===== src/rtl/child_status_collector.sv =====
`default_nettype none
// ============================================================================
// child_status_collector: round-robin fan-in of N_CHILD child status tokens
// into one registered valid/ready output stage.  Revision: 1.0
// ============================================================================
module child_status_collector #(
  parameter int N_CHILD = 5,
  parameter int DATA_W  = 16,
  parameter int IDX_W   = 3
) (
  input  logic                        clk,
  input  logic                        rst_n,
  input  logic [N_CHILD-1:0]          child_valid,
  input  logic [N_CHILD*DATA_W-1:0]   child_data,
  output logic [N_CHILD-1:0]          child_ready,
  output logic                        up_valid,
  output logic [DATA_W-1:0]           up_data,
  output logic [IDX_W-1:0]            up_idx,
  input  logic                        up_ready,
  output logic [15:0]                 tok_count
);

  typedef enum logic [0:0] {
    ST_EMPTY = 1'b0,
    ST_FULL  = 1'b1
  } state_t;

  state_t              state_q, state_d;
  logic [DATA_W-1:0]   up_data_q, up_data_d;
  logic [IDX_W-1:0]    up_idx_q, up_idx_d;
  logic [IDX_W-1:0]    rr_ptr_q, rr_ptr_d;
  logic [15:0]         tok_count_q, tok_count_d;

  logic                load_en;
  logic                grant_found;
  logic [IDX_W-1:0]    grant_idx;
  logic [IDX_W:0]      cand;

  always_ff @(posedge clk or negedge rst_n) begin
    if (!rst_n) begin
      state_q     <= ST_EMPTY;
      up_data_q   <= '0;
      up_idx_q    <= '0;
      rr_ptr_q    <= '0;
      tok_count_q <= '0;
    end else begin
      state_q     <= state_d;
      up_data_q   <= up_data_d;
      up_idx_q    <= up_idx_d;
      rr_ptr_q    <= rr_ptr_d;
      tok_count_q <= tok_count_d;
    end
  end

  always_comb begin
    load_en     = (state_q == ST_EMPTY) | up_ready;
    grant_found = 1'b0;
    grant_idx   = '0;
    cand        = '0;
    // First valid child at or after rr_ptr, wrapping modulo N_CHILD.
    for (int k = 0; k < N_CHILD; k++) begin
      cand = {1'b0, rr_ptr_q} + (IDX_W+1)'(k);
      if (cand >= (IDX_W+1)'(N_CHILD)) begin
        cand = cand - (IDX_W+1)'(N_CHILD);
      end
      if (!grant_found && child_valid[cand[IDX_W-1:0]]) begin
        grant_found = 1'b1;
        grant_idx   = cand[IDX_W-1:0];
      end
    end
  end

  always_comb begin
    state_d     = state_q;
    up_data_d   = up_data_q;
    up_idx_d    = up_idx_q;
    rr_ptr_d    = rr_ptr_q;
    tok_count_d = tok_count_q;
    child_ready = '0;

    if ((state_q == ST_FULL) && up_ready && (tok_count_q != 16'hFFFF)) begin
      tok_count_d = tok_count_q + 16'd1;
    end

    if (load_en && grant_found) begin
      child_ready[grant_idx] = 1'b1;
      state_d   = ST_FULL;
      up_data_d = child_data[int'(grant_idx)*DATA_W +: DATA_W];
      up_idx_d  = grant_idx;
      rr_ptr_d  = (grant_idx == IDX_W'(N_CHILD-1)) ? '0 : grant_idx + IDX_W'(1);
    end else if ((state_q == ST_FULL) && up_ready) begin
      state_d = ST_EMPTY;
    end

    // Children must see no acceptance while the block is held in reset.
    if (!rst_n) begin
      child_ready = '0;
    end
  end

  assign up_valid  = (state_q == ST_FULL);
  assign up_data   = up_data_q;
  assign up_idx    = up_idx_q;
  assign tok_count = tok_count_q;

endmodule
`default_nettype wire


===== config.mk =====
export PLATFORM = sky130hd
export DESIGN_NAME = child_status_collector
export DESIGN_NICKNAME = d
export VERILOG_FILES = /design/src/rtl/child_status_collector.sv
export SDC_FILE = /design/constraint.sdc
export NUM_CORES = 1
export LEC_CHECK = 0
export ABC_CLOCK_PERIOD_IN_PS = 4700
export CORE_MARGIN = 2
export CORE_UTILIZATION = 30
export DETAILED_ROUTE_END_ITERATION = 7
export HOLD_SLACK_MARGIN = 0.06
export PLACE_DENSITY = 0.6
export SYNTH_ARGS = -nofsm -noshare
export SYNTH_HDL_FRONTEND = slang
export SYNTH_SLANG_ARGS = --single-unit

===== constraint.sdc =====
create_clock -name clk -period 4.7 [get_ports clk]
set_input_delay 1.175 -clock clk [delete_from_list [all_inputs] [get_ports clk]]
set_output_delay 1.175 -clock clk [all_outputs]
set_load 0.02 [all_outputs]

==> results.toml, run 1 <==
[sta]
slew_viol_final = 0
worst_clock_skew_ns = 0.00564
whs_ns = 0.510
finalCritPeriodShare_pct = 98.4
finalSetupViolations = 0
layout_min_cycle_time_ns = 4.62
max_slew_margin_pct = 67.6
fin_tns_setup_ns = 0
fmaxAchievable_mhz = 216
worstMarginPinSlew_ns = 0.485
rsz0062_at_grt = "true"
hold_viol_final = 0

[placement]
placedCellCount = 685
placed_cell_area_um2 = 5120
io_buffers = 128
dp_hpwl_um = 8620
gp_congestion = 0.855

[outcome]
status = "finished clean"

[global_routing]
antenna_found_initial = 0
gr-total-overflow = 0
grt_pass1_wl_um = 17500
first_global_vias = 3613
grt_max_degree = 36
grt_util_all_layers_pct = 17.2

[routing]
drtAntennaViolNets = 0
wl_per_cell_um = 15.4
routed_wl_um = 10700
first_iter_violations = 150
dr_total_vias = 3580
route.detailed.drc = 0
dr.pass1.iters = 4
avgViaCountPerCell = 5.14

[floorplanning]
die-width_um = 111
die-area_um2 = 12200
die_h_um = 111
coreArea_um2 = 11000
rows = 38
ioPinCount = 129
initial_core_util_pct = 31.1

[clock_network]
hold_buffers = 0
path_clk_slew_ns = 0.06
clkSinkCount = 39
cts_tree = "yes"
clock_latency_ns = 0.28
clockBufferDepth = 2
clockRootBuffer = "clkbuf_16"
numCtsBuffers = 5
ctsHtreeMaxLevel = 2

[logic_synthesis]
synth_edf_count = 0
yosysTopAreaCell = "dfrtp_1"
synth_cell_type_count = 60
synth_fp_nets = 488
synth_xor_area_share_pct = 4.37
syn_area_um2 = 3410
synth_warnings = 0
ys_async_sr_fraction_pct = 100
synth_compound_area_share_pct = 21.6
synth_top_family_by_area = "compound AO/OA/AOI/OAI gates"
ys_seq_area_share_pct = 28.6
yosysTopAreaCellShare_pct = 28.6
synth_fa_ha_area_share_pct = 4.26
ys.flop_type = "dfrtp_1"
syn_avg_cell_area_um2 = 8.77
muxShareOfSynthArea_pct = 14.8
ys_ff_latch = 39
synth_area_leaders = "dfrtp_1 29%, mux2i_1 6.7%, mux2_2 6.3%"
synthCells = 389
synthSimpleGateAreaFrac_pct = 20.2

[finish]
finalNonFillerCells = 697
diodes = 0
final_area_um2 = 5370
syn_to_final_growth_pct = 57.3
layout-drive-gt1-share_pct = 23.0
nFillCells = 1027
nets = 655

[worst_setup_path]
critical_path_required_ns = 3.52
crit_type = "in2out"
end_kind = "output pin"
rr_startpoint = "rr_ptr_q[1]"
cp.arrival_ns = 3.45
cp_max_fo = 3
start_kind = "input port"
startpoint = "child_valid[0]"

[min_path]
hold_path_startpoint = "tok_count[10]"
hold_path.class = "reg2reg"

[run]
cap_viol_max_count = 0
[flip-flops by register name (all words and copies together), names as in the netlist]
name,cells
rr_ptr_q,3
tok_count,16
up_data,16
up_idx,3
up_valid,1
[critical path, cell delays in order]
cell and delay (ns):
buf_6 0.09, or4_1 0.49, o211ai_1 0.16, a22oi_2 0.11, mux2_4 0.29, nand4bb_4 0.24, nand2b_4 0.18, o311ai_4 0.32
nand2_2 0.13, nor2_2 0.13, buf_6 0.12
[cell type report]
type                       instances  area, um^2  area share [%]
timing repair buffer             186        1700            31.7
tap                              140         175            3.26
multi-input combinational        311        2310            43.0
inverter                          13        48.8           0.909
sequential                        39         976            18.2
clock inverter                     1        7.51           0.140
clock buffer                       7         153            2.84
[timing repair]
| action | CTS | global route |
|---|---|---|
| endpoints found under the setup margin | 5 | 5 |
| setup buffers | 2 | 2 |
| pin swaps | 8 | 8 |
| resized for setup | 42 | 18 |
| hold endpoints to repair | 0 | 0 |
[stage by stage]
| step | worst slack (ns) | utilization [%] |
|---|---|---|
| 2_1_floorplan | -0.0257 | - |
| 3_3_place_gp | -0.733 | 46.6 |
| 3_5_place_dp | -0.763 | 46.6 |
| 4_1_cts | 0.0305 | 48.4 |
| 5_1_grt | -0.0251 | 48.9 |
| 6_report | 0.0754 | 48.9 |
[per-layer routing]
layer	track usage, %	vias up	wire length (um)
met4	4.17	0	164
met3	4.17	18	692
met2	31.1	118	5490
met5	0	-	0
met1	20.4	1683	4380
li1	-	1761	-
[cells by family (layout without fill, tap and decap cells)]
group	count (synthesis)	count (layout)
AND/OR/NAND/NOR	139	139
flip-flops	39	39
XOR/XNOR	17	17
multiplexers	45	45
adder cells (fa/ha/maj)	11	11
AO/OA/AOI/OAI	99	99
buffers and inverters	39	207
[synthesized netlist by cell type, drive strengths merged (4+ instances only)]
library cell / n
nor2: 42
dfrtp: 39
nand3: 29
nand2: 28
mux2i: 23
mux2: 20
a2bb2oi: 17
a31oi: 17
buf: 16
o21ai: 16
inv: 13
xnor2: 13
a21oi: 11
clkbuf: 10
ha: 10
nand2b: 10
a211oi: 6
and3: 5
nor3: 5
or2: 5
a22oi: 4
nor2b: 4
o211ai: 4
xor2: 4
[final timing paths]
check                                  to  slack (ns)  cells after the start
min                         tok_count[10]        0.51                      1
min reg2reg                 tok_count[10]        0.51                      1
max                        child_ready[1]        0.08                     11
max in group asynchronous       up_idx[1]        3.18                      2
max reg2reg                   rr_ptr_q[0]        0.87                     15
min in group asynchronous     up_data[14]        0.86                      1
[cells in the final DEF (no fill, tap or decap), drive strengths merged, types with 2 or more instances in the layout]
cell type | Yosys | routed
o21ai | 16 | 16
and3 | 5 | 5
inv | 13 | 13
a2111oi | 2 | 2
o221ai | 2 | 2
nand2b | 10 | 10
mux2i | 23 | 23
nor3 | 5 | 5
xor2 | 4 | 4
xnor2 | 13 | 13
mux4 | 2 | 2
a2bb2oi | 17 | 17
a21oi | 11 | 11
nand4 | 3 | 3
o21a | 3 | 3
nand2 | 28 | 28
mux2 | 20 | 20
clkbuf | 10 | 9
a21boi | 2 | 2
buf | 16 | 65
or2 | 5 | 5
or3 | 2 | 2
a31oi | 17 | 17
ha | 10 | 10
clkdlybuf4s50 | 0 | 118
o31ai | 2 | 2
o22ai | 2 | 2
dfrtp | 39 | 39
o211a | 2 | 2
nor2b | 4 | 4
or3b | 2 | 2
a22oi | 4 | 4
nand3 | 29 | 29
a211oi | 6 | 6
o211ai | 4 | 4
nor2 | 42 | 42
Power of run 1 is not shown: default switching activity piles up to over one toggle a cycle in this logic, so the estimate is an artifact.
==> run 2, diff against run 1 <==
--- a/config.mk
+++ b/config.mk
@@ -6,6 +6,7 @@
 export NUM_CORES = 1
 export LEC_CHECK = 0
 export ABC_CLOCK_PERIOD_IN_PS = 4700
+export CORE_ASPECT_RATIO = 0.9
 export CORE_MARGIN = 2
 export CORE_UTILIZATION = 30
 export DETAILED_ROUTE_END_ITERATION = 7
==> results.toml, run 2 (synthesized netlist as in run 1, its figures left out) <==
[sta]
fmaxAchievable_mhz = 214
layout_min_cycle_time_ns = 4.68
rsz0062_at_grt = "true"
finalCritPeriodShare_pct = 99.5
finalSetupViolations = 0
worstMarginPinSlew_ns = 0.497
hold_viol_final = 0
slew_viol_final = 0
max_slew_margin_pct = 66.5
worst_clock_skew_ns = 0.00637

[global_routing]
grt_use_met1_pct = 21.0
first_global_vias = 3633
use_met2_pct = 30.1
grt_util_all_layers_pct = 17.1
antenna_found_initial = 0
grt_max_degree = 36
grt_pass1_wl_um = 17000
grt_most_used_layer = "met2"
gr-total-overflow = 0
met3_usage_pct = 4.23

[floorplanning]
ioPinCount = 129
coreArea_um2 = 10900
die-area_um2 = 12200
die_h_um = 105
rows = 36
initial_core_util_pct = 31.2
die-width_um = 116

[worst_setup_path]
path_common_cell = "buf_4"
rr_endpoint = "rr_ptr_q[0]"
rr_startpoint = "rr_ptr_q[1]"
start_kind = "input port"
rrSetupSlack_ns = 0.85
critical_path_required_ns = 3.52
cp_slowest_cell = "or4_4"
cp_max_fo = 4
r2r_cells = 16
cp.arrival_ns = 3.50
startpoint = "child_valid[0]"
cp-endpoint = "child_ready[2]"
path_cells = "buf_6 -> or4_4 -> o211ai_1 -> a22oi_2 -> mux2_4 -> nand4bb_4 -> nand2b_4 -> o311ai_4 -> buf_4 -> nor2_2 -> buf_4"
cp_slowest_stage_delay_ns = 0.51
crit_type = "in2out"
end_kind = "output pin"

[finish]
diodes = 0
layout-drive-gt1-share_pct = 21.6
multi_input_area_um2 = 2280
final_common_cell = "clkdlybuf4s50_1"
nets = 649
layout_common_cells = "118 x clkdlybuf4s50_1, 54 x buf_4, 38 x dfrtp_1"
nFillCells = 1060
seqCellArea_um2 = 977
syn_to_final_growth_pct = 56.1
finish.utilization_pct = 48.6

[routing]
avgViaCountPerCell = 5.01
first_iter_violations = 207
routed_wl_um = 10400
route.detailed.drc = 0
dr_total_vias = 3519
wl_per_cell_um = 14.8
dr.pass1.iters = 4
drtAntennaViolNets = 0

[clock_network]
path_clk_slew_ns = 0.06
clockRootBuffer = "clkbuf_16"
clkSinkCount = 39
cts_tree = "yes"
ctsHtreeMaxLevel = 2
clockBufferDepth = 2
clock_latency_ns = 0.28
numCtsBuffers = 5

[run]
cap_viol_max_count = 0

[min_path]
hold_path.class = "reg2reg"

[placement]
gp_congestion = 0.956
io_buffers = 128
dp_hpwl_um = 8320

[outcome]
status = "finished clean"
## run 2: cell types whose count changed in the layout (fill, tap and decap cells not counted), moves of 2 or more
| cell | previous run | this run |
|---|---|---|
| clkbuf_8 | 2 | 0 |
| o21ai_1 | 1 | 3 |
| buf_4 | 59 | 54 |
| a2111oi_1 | 2 | 0 |
## run 2: per-stage QoR
stage | setup TNS [ns] | hold slack (ns) | setup WS, ns | area [um^2] | std cells
after detailed placement | -3.71 | 0.490 | -0.812 | 5100 | 692
after global routing | -0.202 | 0.525 | -0.0665 | 5320 | 703
after global placement | -3.39 | 0.478 | -0.736 | 5100 | 692
after floorplan | -0.0514 | 0.593 | -0.0257 | 3420 | 389
final | 0 | 0.496 | 0.0245 | 5320 | 703
after CTS | 0 | 0.502 | 0.00617 | 5280 | 701
## run 2: final cells by class
class / instances / area share, %
Clock buffer: 5 / 2.35
Sequential cell: 39 / 18.4
Timing Repair Buffer: 180 / 31.1
Multi-Input combinational cell: 311 / 42.9
Tap cell: 152 / 3.57
Clock inverter: 3 / 0.823
Inverter: 13 / 0.917
## run 2: worst min path at each step
stage                  start             to  slack, ns  cells after the start
3_3_place_gp   tok_count[11]  tok_count[11]       0.48                      1
4_1_cts         tok_count[9]   tok_count[9]       0.50                      1
2_1_floorplan  tok_count[11]  tok_count[11]       0.59                      1
6_report        tok_count[9]   tok_count[9]       0.50                      1
3_5_place_dp    tok_count[9]   tok_count[9]       0.49                      1
5_1_grt        tok_count[15]  tok_count[15]       0.52                      1
## run 2: critical path, delay by kind of cell
family                 cells  cell delay, ns
buffers and inverters      3            0.44
multiplexers               1            0.28
AO/OA/AOI/OAI              3            0.61
AND/OR/NAND/NOR            4            0.99
## run 2: what timing repair did
action | CTS | global route
setup buffers | 1 | 2
cloned | 0 | 0
pin swaps | 5 | 8
setup endpoints to repair | 5 | 5
hold buffers | 0 | 0
endpoints found under the hold margin | 0 | 0
resized for setup | 35 | 17
## run 2: per-layer routing
metal	part of all wire, %	wire length, um
met4	0.61	63
met1	41	4300
met3	6.5	672
met2	51	5330
met5	0	0
Power of run 2 is left out for the same reason.
==> run 3, diff against run 2 <==
--- a/config.mk
+++ b/config.mk
@@ -5,13 +5,13 @@
 export SDC_FILE = /design/constraint.sdc
 export NUM_CORES = 1
 export LEC_CHECK = 0
-export ABC_CLOCK_PERIOD_IN_PS = 4700
+export ABC_CLOCK_PERIOD_IN_PS = 5500
 export CORE_ASPECT_RATIO = 0.9
 export CORE_MARGIN = 2
 export CORE_UTILIZATION = 30
 export DETAILED_ROUTE_END_ITERATION = 7
 export HOLD_SLACK_MARGIN = 0.06
-export PLACE_DENSITY = 0.6
+export PLACE_DENSITY = 0.58
 export SYNTH_ARGS = -nofsm -noshare
 export SYNTH_HDL_FRONTEND = slang
 export SYNTH_SLANG_ARGS = --single-unit
==> constraint.sdc (replaced) <==
create_clock -name clk -period 5.5 [get_ports clk]
set_input_delay 1.375 -clock clk [delete_from_list [all_inputs] [get_ports clk]]
set_output_delay 1.375 -clock clk [all_outputs]
set_load 0.02 [all_outputs]
==> results.toml, run 3 (synthesized netlist as in run 1, its figures left out) <==
[floorplanning]
rows = 36
die_h_um = 105
die-area_um2 = 12200
ioPinCount = 129
coreArea_um2 = 10900
die-width_um = 116
initial_core_util_pct = 31.2

[routing]
wl_per_cell_um = 15.1
first_iter_violations = 186
drtAntennaViolNets = 0
route.detailed.drc = 0
routed_wl_um = 10500
avgViaCountPerCell = 4.99
dr.pass1.iters = 4
dr_total_vias = 3449

[sta]
finalCritPeriodShare_pct = 98.6
layout_min_cycle_time_ns = 5.43
finalSetupViolations = 0
fmaxAchievable_mhz = 184
max_slew_margin_pct = 60.1
finalWorstSetupSlack_ns = 0.0747
slew_viol_final = 0
worst_clock_skew_ns = 0.00535
worstMarginPinSlew_ns = 0.599
rsz0062_at_grt = "false"
hold_viol_final = 0

[global_routing]
antenna_found_initial = 0
first_global_vias = 3512
grt_max_degree = 31
gr-total-overflow = 0
grt_pass1_wl_um = 17200
grt_util_all_layers_pct = 17.4

[clock_network]
clock_latency_ns = 0.28
clockBufferDepth = 2
ctsHtreeMaxLevel = 2
numCtsBuffers = 5
hold_buffers = 0
path_clk_slew_ns = 0.06
clockRootBuffer = "clkbuf_16"
cts_tree = "yes"
clkSinkCount = 39

[worst_setup_path]
cp_slowest_cell = "mux4_2"
cp_slowest_stage_delay_ns = 0.50
cp.arrival_ns = 4.05
crit_type = "in2out"
start_kind = "input port"
critical_path_required_ns = 4.12
path_cells = "clkdlybuf4s50_1 -> mux4_2 -> mux2_4 -> nand2_2 -> nand2_1 -> nand4bb_4 -> nand2b_4 -> o311ai_4 -> buf_6 -> nor2_1 -> clkdlybuf4s15_2"
end_kind = "output pin"
cp_max_fo = 4

[finish]
finalNonFillerCells = 691
finish.utilization_pct = 47.6
nFillCells = 1055
diodes = 0
final_common_cell = "clkdlybuf4s50_1"
final_area_um2 = 5220
layout-drive-gt1-share_pct = 17.6
nets = 637
layout_common_cells = "120 x clkdlybuf4s50_1, 41 x nor2_1, 40 x buf_4"
syn_to_final_growth_pct = 52.9

[run]
cap_viol_max_count = 0

[min_path]
hold_path.class = "reg2reg"

[placement]
placed_cell_area_um2 = 5000
gp_congestion = 0.919
io_buffers = 128
placedCellCount = 679
preCtsSetupSlack_ns = -0.346
dp_hpwl_um = 8380

[outcome]
status = "finished clean"
## run 3: critical path, delay by kind of cell
family          cells  cell delay (ns)
buf+inv             3             0.90
simple gates        5             0.64
mux                 2             0.79
compound gates      1             0.35
## run 3: per-layer routing
metal | up-vias | GRT usage (%) | wire, um
li1 | 1722 | - | -
met1 | 1622 | 21.6 | 4330
met2 | 101 | 30.9 | 5360
met3 | 4 | 4.47 | 720
met4 | 0 | 2.47 | 48
met5 | - | 0 | 0
## run 3: worst paths after layout
kind                           startpoint              to  slack [ns]  cells past startpoint
max reg2reg                   rr_ptr_q[1]     rr_ptr_q[0]        1.46                     17
max in group asynchronous           rst_n     up_data[12]        3.83                      2
min reg2reg                 tok_count[15]   tok_count[15]        0.50                      1
max                        child_valid[3]  child_ready[3]        0.07                     11
min in group asynchronous           rst_n     up_data[10]        1.00                      1
min                         tok_count[15]   tok_count[15]        0.50                      1
## run 3: layout make-up
class	count	area, um^2	area share, %
clock inverters	3	43.8	0.840
inverters	13	48.8	0.936
flip-flops and latches	39	976	18.7
well taps	152	190	3.65
clock buffers	5	125	2.40
multi-input cells	311	2260	43.3
repair buffers	168	1580	30.2
## run 3: timing repair
| action | 4_1_cts | 5_1_grt |
|---|---|---|
| setup buffers | 0 | 4 |
| pin swaps | 1 | 7 |
| resized for setup | 15 | 16 |
| setup endpoints to repair | 5 | 5 |
## run 3: through the flow
step | TNS (ns) | hold WS, ns
global route | 0 | 0.509
finish | 0 | 0.496
CTS | -0.0125 | 0.504
floorplan | 0 | 0.593
global placement | -1.40 | 0.479
detailed placement | -1.56 | 0.494
Power of run 3 is left out for the same reason.
==> edit 1 (flow settings as in run 1) <==
The parameter `DATA_W` goes from 16 to 12.
--- a/src/rtl/child_status_collector.sv
+++ b/src/rtl/child_status_collector.sv
@@ -5,7 +5,7 @@
 // ============================================================================
 module child_status_collector #(
   parameter int N_CHILD = 5,
-  parameter int DATA_W  = 16,
+  parameter int DATA_W  = 12,
   parameter int IDX_W   = 3
 ) (
   input  logic                        clk,
Interface: changed (resized child_data and up_data); port bits go from 129 to 105. No check against the original RTL was run, so the function may have changed too.
==> edit 1 against run 1 <==
Design area decreased by 11%. Worst hold slack got worse by 24 ps. Routed wire length is 12% lower. Sequential cell count decreased by 4. Global-route usage rose by 0.41 points. Area after synthesis is 12% lower. Setup slack better by 14 ps. Critical path type unchanged. Largest cell class unchanged.
Power is left out: the tool's default activity adds up to more than one toggle a clock period on the data nets, which glitch-free logic cannot reach.
==> edit 1: results (changes against run 1) <==
Layout fillers=1006 (-2.0%); weighted congestion at the end of routability-driven global placement=0.919 (+7.4%); vias per cell=5.14 (about the same); final period demand of the worst path=4610 ps (-13.5 ps); overall via count from detail_route=3159 (-12%); final std cell area, no fill=4790 um2 (-11%); Synth top cells by count=35 x sky130_fd_sc_hd__dfrtp_1, 30 x sky130_fd_sc_hd__mux2i_1, 27 x sky130_fd_sc_hd__nand2_1; number of nets in the synthesized netlist=403 (-17%); final routed wirelength across all metal layers=9490 um (-12%); First DRT Iteration DRCs=69 (-54%); met1 routing resource usage after global routing=20.9% (+0.50 points); CP max stage cell=sky130_fd_sc_hd__mux4_2; number of cells upsized or downsized after cts=43 (+2.4%); DPL Wire Length=7670 um (-11%); critical hold path startpoint=up_idx[1]; detailed route wirelength on metal3=728 um (+5.2%); source of the critical timing path=child_valid[2]; area post-placement=4550 um2 (-11%); Hold EP=up_idx[1]; crit path max fanout=4 (+1); count of warnings emitted by yosys=0 (unchanged); total global-route track usage=17.6% (+0.41 points); clock transition time at the flip-flop clock pins of the worst setup and hold paths=80 ps (+20 ps); sequential share of the synthesized area=29.3% (+0.68 points); Cells after DPL=605 (-12%); fraction of layout cells with a size suffix above 1=25.3% (+2.3 points); end of the critical path=child_ready[3]; routed length on met1=3970 um (-9.4%); wire length of the first global-routing pass=15700 um (-10%); critical path data arrival time=3440 ps (about the same); worst slew pin tran=579 ps (+93.2 ps); main area contributors after synthesis=sky130_fd_sc_hd__dfrtp_1 29%, sky130_fd_sc_hd__mux2i_1 10%, sky130_fd_sc_hd__ha_1 4.2%; worst setup skew after layout=12.2 ps (+6.59 ps); Port Buffers=104 (-19%); cell count of the worst hold path=2 (+1); largest net degree at the start of global routing=29 (-19%); number of setup buffers added after CTS=1 (-1); worst setup slack for register-to-register paths=1040 ps (+170 ps); met2 WL post-DR=4500 um (-18%); slowest cell delay on critical path=~500 ps; Setup WS pre-CTS=-685 ps (+78.3 ps); met2 track demand over resource in global routing=29.8% (-1.2 points); number of global-route vias before repair=3311 (-8.4%); total number of nets in the final design=560 (-15%); final worst hold slack=485 ps (-24.4 ps); CTS root buffer=sky130_fd_sc_hd__clkbuf_8; outcome=complete, no violations; RR Endpoint=up_data[7]; Synth cell types=69 (+15%)
[edit 1: cell types whose count changed after synthesis, sizes merged, moves of 8 or more]
cell,before,now
and2,0,8
mux2i,23,31
nor2,42,24
a22oi,4,12
a2bb2oi,17,0
mux2,20,2
nand3,29,12
a31oi,17,1
o221ai,2,13
[edit 1: kinds of logic (layout without fill, tap and decap cells)]
logic type | Yosys count | in the layout | synth area share, %
buffers and inverters | 25 | 183 | 4.77
multiplexers | 35 | 35 | 12.8
XOR/XNOR | 18 | 18 | 5.27
AO/OA/AOI/OAI | 84 | 84 | 21.9
adder cells (fa/ha/maj) | 11 | 11 | 4.85
AND/OR/NAND/NOR | 116 | 116 | 21.1
flip-flops | 35 | 35 | 29.3
[edit 1: area by class of cell]
class,instances,share of cell area [%]
Clock inverter,2,0.810
Multi-Input combinational cell,264,43.9
Sequential cell,35,18.3
Tap cell,133,3.47
Inverter,8,0.627
Timing Repair Buffer,167,31.2
Clock buffer,6,1.72
==> edit 2 (flow settings as in run 1) <==
Without the edit above. Make the reset (`rst_n`) synchronous in one clocked block.
--- a/src/rtl/child_status_collector.sv
+++ b/src/rtl/child_status_collector.sv
@@ -36,7 +36,7 @@
   logic [IDX_W-1:0]    grant_idx;
   logic [IDX_W:0]      cand;
 
-  always_ff @(posedge clk or negedge rst_n) begin
+  always_ff @(posedge clk) begin
     if (!rst_n) begin
       state_q     <= ST_EMPTY;
       up_data_q   <= '0;
Check against the original RTL: differs if rst_n is asserted again (counterexample within 4 cycles, from zero or initial values and one cycle with rst_n low); with rst_n held inactive, the same outputs for 10 cycles.
==> edit 2 against run 1 <==
Worst hold slack worse by 45 ps. Largest cell class unchanged. Sequential cell count unchanged. Fmax is essentially flat. Area after synthesis rose by 2.2%. Critical path type unchanged. Design area grew 7.4%. Setup slack improved by 2.5 ps. Routed wire length increased by 17%.
==> edit 2: results (changes against run 1) <==
met3 Track Usage GR=5.23% (+1.1 points); multi-input gates=364 (+17%); area post-placement=5390 um2 (+5.2%); Hold EP=up_idx[1]; Synth top cells by count=44 x sky130_fd_sc_hd__nand2_1, 40 x sky130_fd_sc_hd__o21ai_0, 39 x sky130_fd_sc_hd__dfxtp_1; relative slew slack=70.7% (+3.0 points); number of non-clock inverters=9 (-4); worst setup slack for register-to-register paths=1080 ps (+210 ps); utilization of the core after routing=50.7% (+1.8 points); number of global-route vias before repair=4269 (+18%); First DRT Iteration DRCs=335 (+120%); total global-route track usage=19.8% (+2.6 points); drt wl/cell=16.4 um (+6.4%); RR Endpoint=up_data[13]; cell count of the worst hold path=2 (+1); overall via count from detail_route=4157 (+16%); final worst hold slack=465 ps (-44.7 ps); critical hold path startpoint=up_idx[1]; DPL Wire Length=9530 um (+11%); sequential share of the synthesized area=22.4% (-6.2 points); Non-clock buffers=206 (+11%); num sequential=39 (unchanged); met1 routing resource usage after global routing=24.0% (+3.6 points); outcome=complete, no violations; main area contributors after synthesis=sky130_fd_sc_hd__dfxtp_1 22%, sky130_fd_sc_hd__a31oi_1 5.9%, sky130_fd_sc_hd__o21ai_0 5.7%; wire length of the first global-routing pass=20600 um (+18%); share of final layout cell area taken by non-clock buffers=32.5% (+0.79 points); RR Startpoint=rr_ptr_q[0]; cells on worst reg2reg path=16 (+1); worst setup skew after layout=4.41 ps (-1.24 ps); Total Die Area=12500 um2 (+2.2%); number of non-filler instances in the completed layout=769 (+10%); crit path max fanout=7 (+4); Cells after DPL=754 (+10%); Layout fillers=1100 (+7.1%); met2 track demand over resource in global routing=34.1% (+3.0 points)
[edit 2: cell types whose count changed after synthesis, moves of 13 or more]
cell | before | now
sky130_fd_sc_hd__a21bo_2 | 0 | 15
sky130_fd_sc_hd__a21o_1 | 0 | 18
sky130_fd_sc_hd__a2bb2oi_1 | 17 | 0
sky130_fd_sc_hd__a31oi_1 | 17 | 33
sky130_fd_sc_hd__and2_1 | 0 | 16
sky130_fd_sc_hd__clkbuf_1 | 10 | 23
sky130_fd_sc_hd__dfrtp_1 | 39 | 0
sky130_fd_sc_hd__dfxtp_1 | 0 | 39
sky130_fd_sc_hd__mux2_2 | 19 | 2
sky130_fd_sc_hd__mux2i_1 | 23 | 4
sky130_fd_sc_hd__nand2_1 | 28 | 44
sky130_fd_sc_hd__nor2_1 | 42 | 17
sky130_fd_sc_hd__o21ai_0 | 13 | 40
sky130_fd_sc_hd__or3_1 | 2 | 18
[edit 2: routing by layer]
metal	wire, um	vias to the layer above	part of all wire [%]
li1	-	2007	-
met1	5300	1960	42
met5	0	-	0
met3	848	39	6.7
met2	6050	151	48
met4	396	0	3.1
[edit 2: how the worst max path moves through the flow]
stage	to	slack (ps)	start	cells past startpoint
finish	child_ready[1]	80	child_valid[0]	10
global route	child_ready[0]	-20	rr_ptr_q[1]	15
CTS	child_ready[1]	10	child_valid[1]	10
detailed placement	child_ready[3]	-1040	child_valid[1]	12
global placement	child_ready[3]	-890	child_valid[1]	11
floorplan	child_ready[1]	2	rr_ptr_q[0]	14
[edit 2: through the flow]
stage / total power [mW] / worst slack [ps]
floorplan: 2.93 / 2.28
global placement: 4.18 / -894
detailed placement: 4.21 / -1040
CTS: 4.75 / 10.6
global route: 5.31 / -17.7
finish: 4.93 / 77.9
[edit 2: timing repair]
action | in CTS | in global routing
buffers inserted | 4 | 3
endpoints found under the setup margin | 5 | 5
hold buffers | 0 | 0
gates resized for setup | 50 | 36
pin swaps | 10 | 6
[edit 2: cells by family (layout without fill, tap and decap cells)]
group | after synthesis | after routing | synth area share [%]
AND/OR/NAND/NOR | 167 | 167 | 25.7
AO/OA/AOI/OAI | 155 | 155 | 31.9
buffers and inverters | 43 | 223 | 5.42
flip-flops | 39 | 39 | 22.4
XOR/XNOR | 18 | 18 | 4.52
multiplexers | 13 | 13 | 5.99
adder cells (fa/ha/maj) | 11 | 11 | 4.16
[edit 2: critical path, cell delays in order]
cell	delay, ps
sky130_fd_sc_hd__buf_6	110
sky130_fd_sc_hd__mux2_4	260
sky130_fd_sc_hd__or4b_4	560
sky130_fd_sc_hd__o311ai_4	140
sky130_fd_sc_hd__nand3_4	150
sky130_fd_sc_hd__or4_4	450
sky130_fd_sc_hd__buf_6	140
sky130_fd_sc_hd__a21oi_4	120
sky130_fd_sc_hd__and4_4	230
sky130_fd_sc_hd__buf_6	120
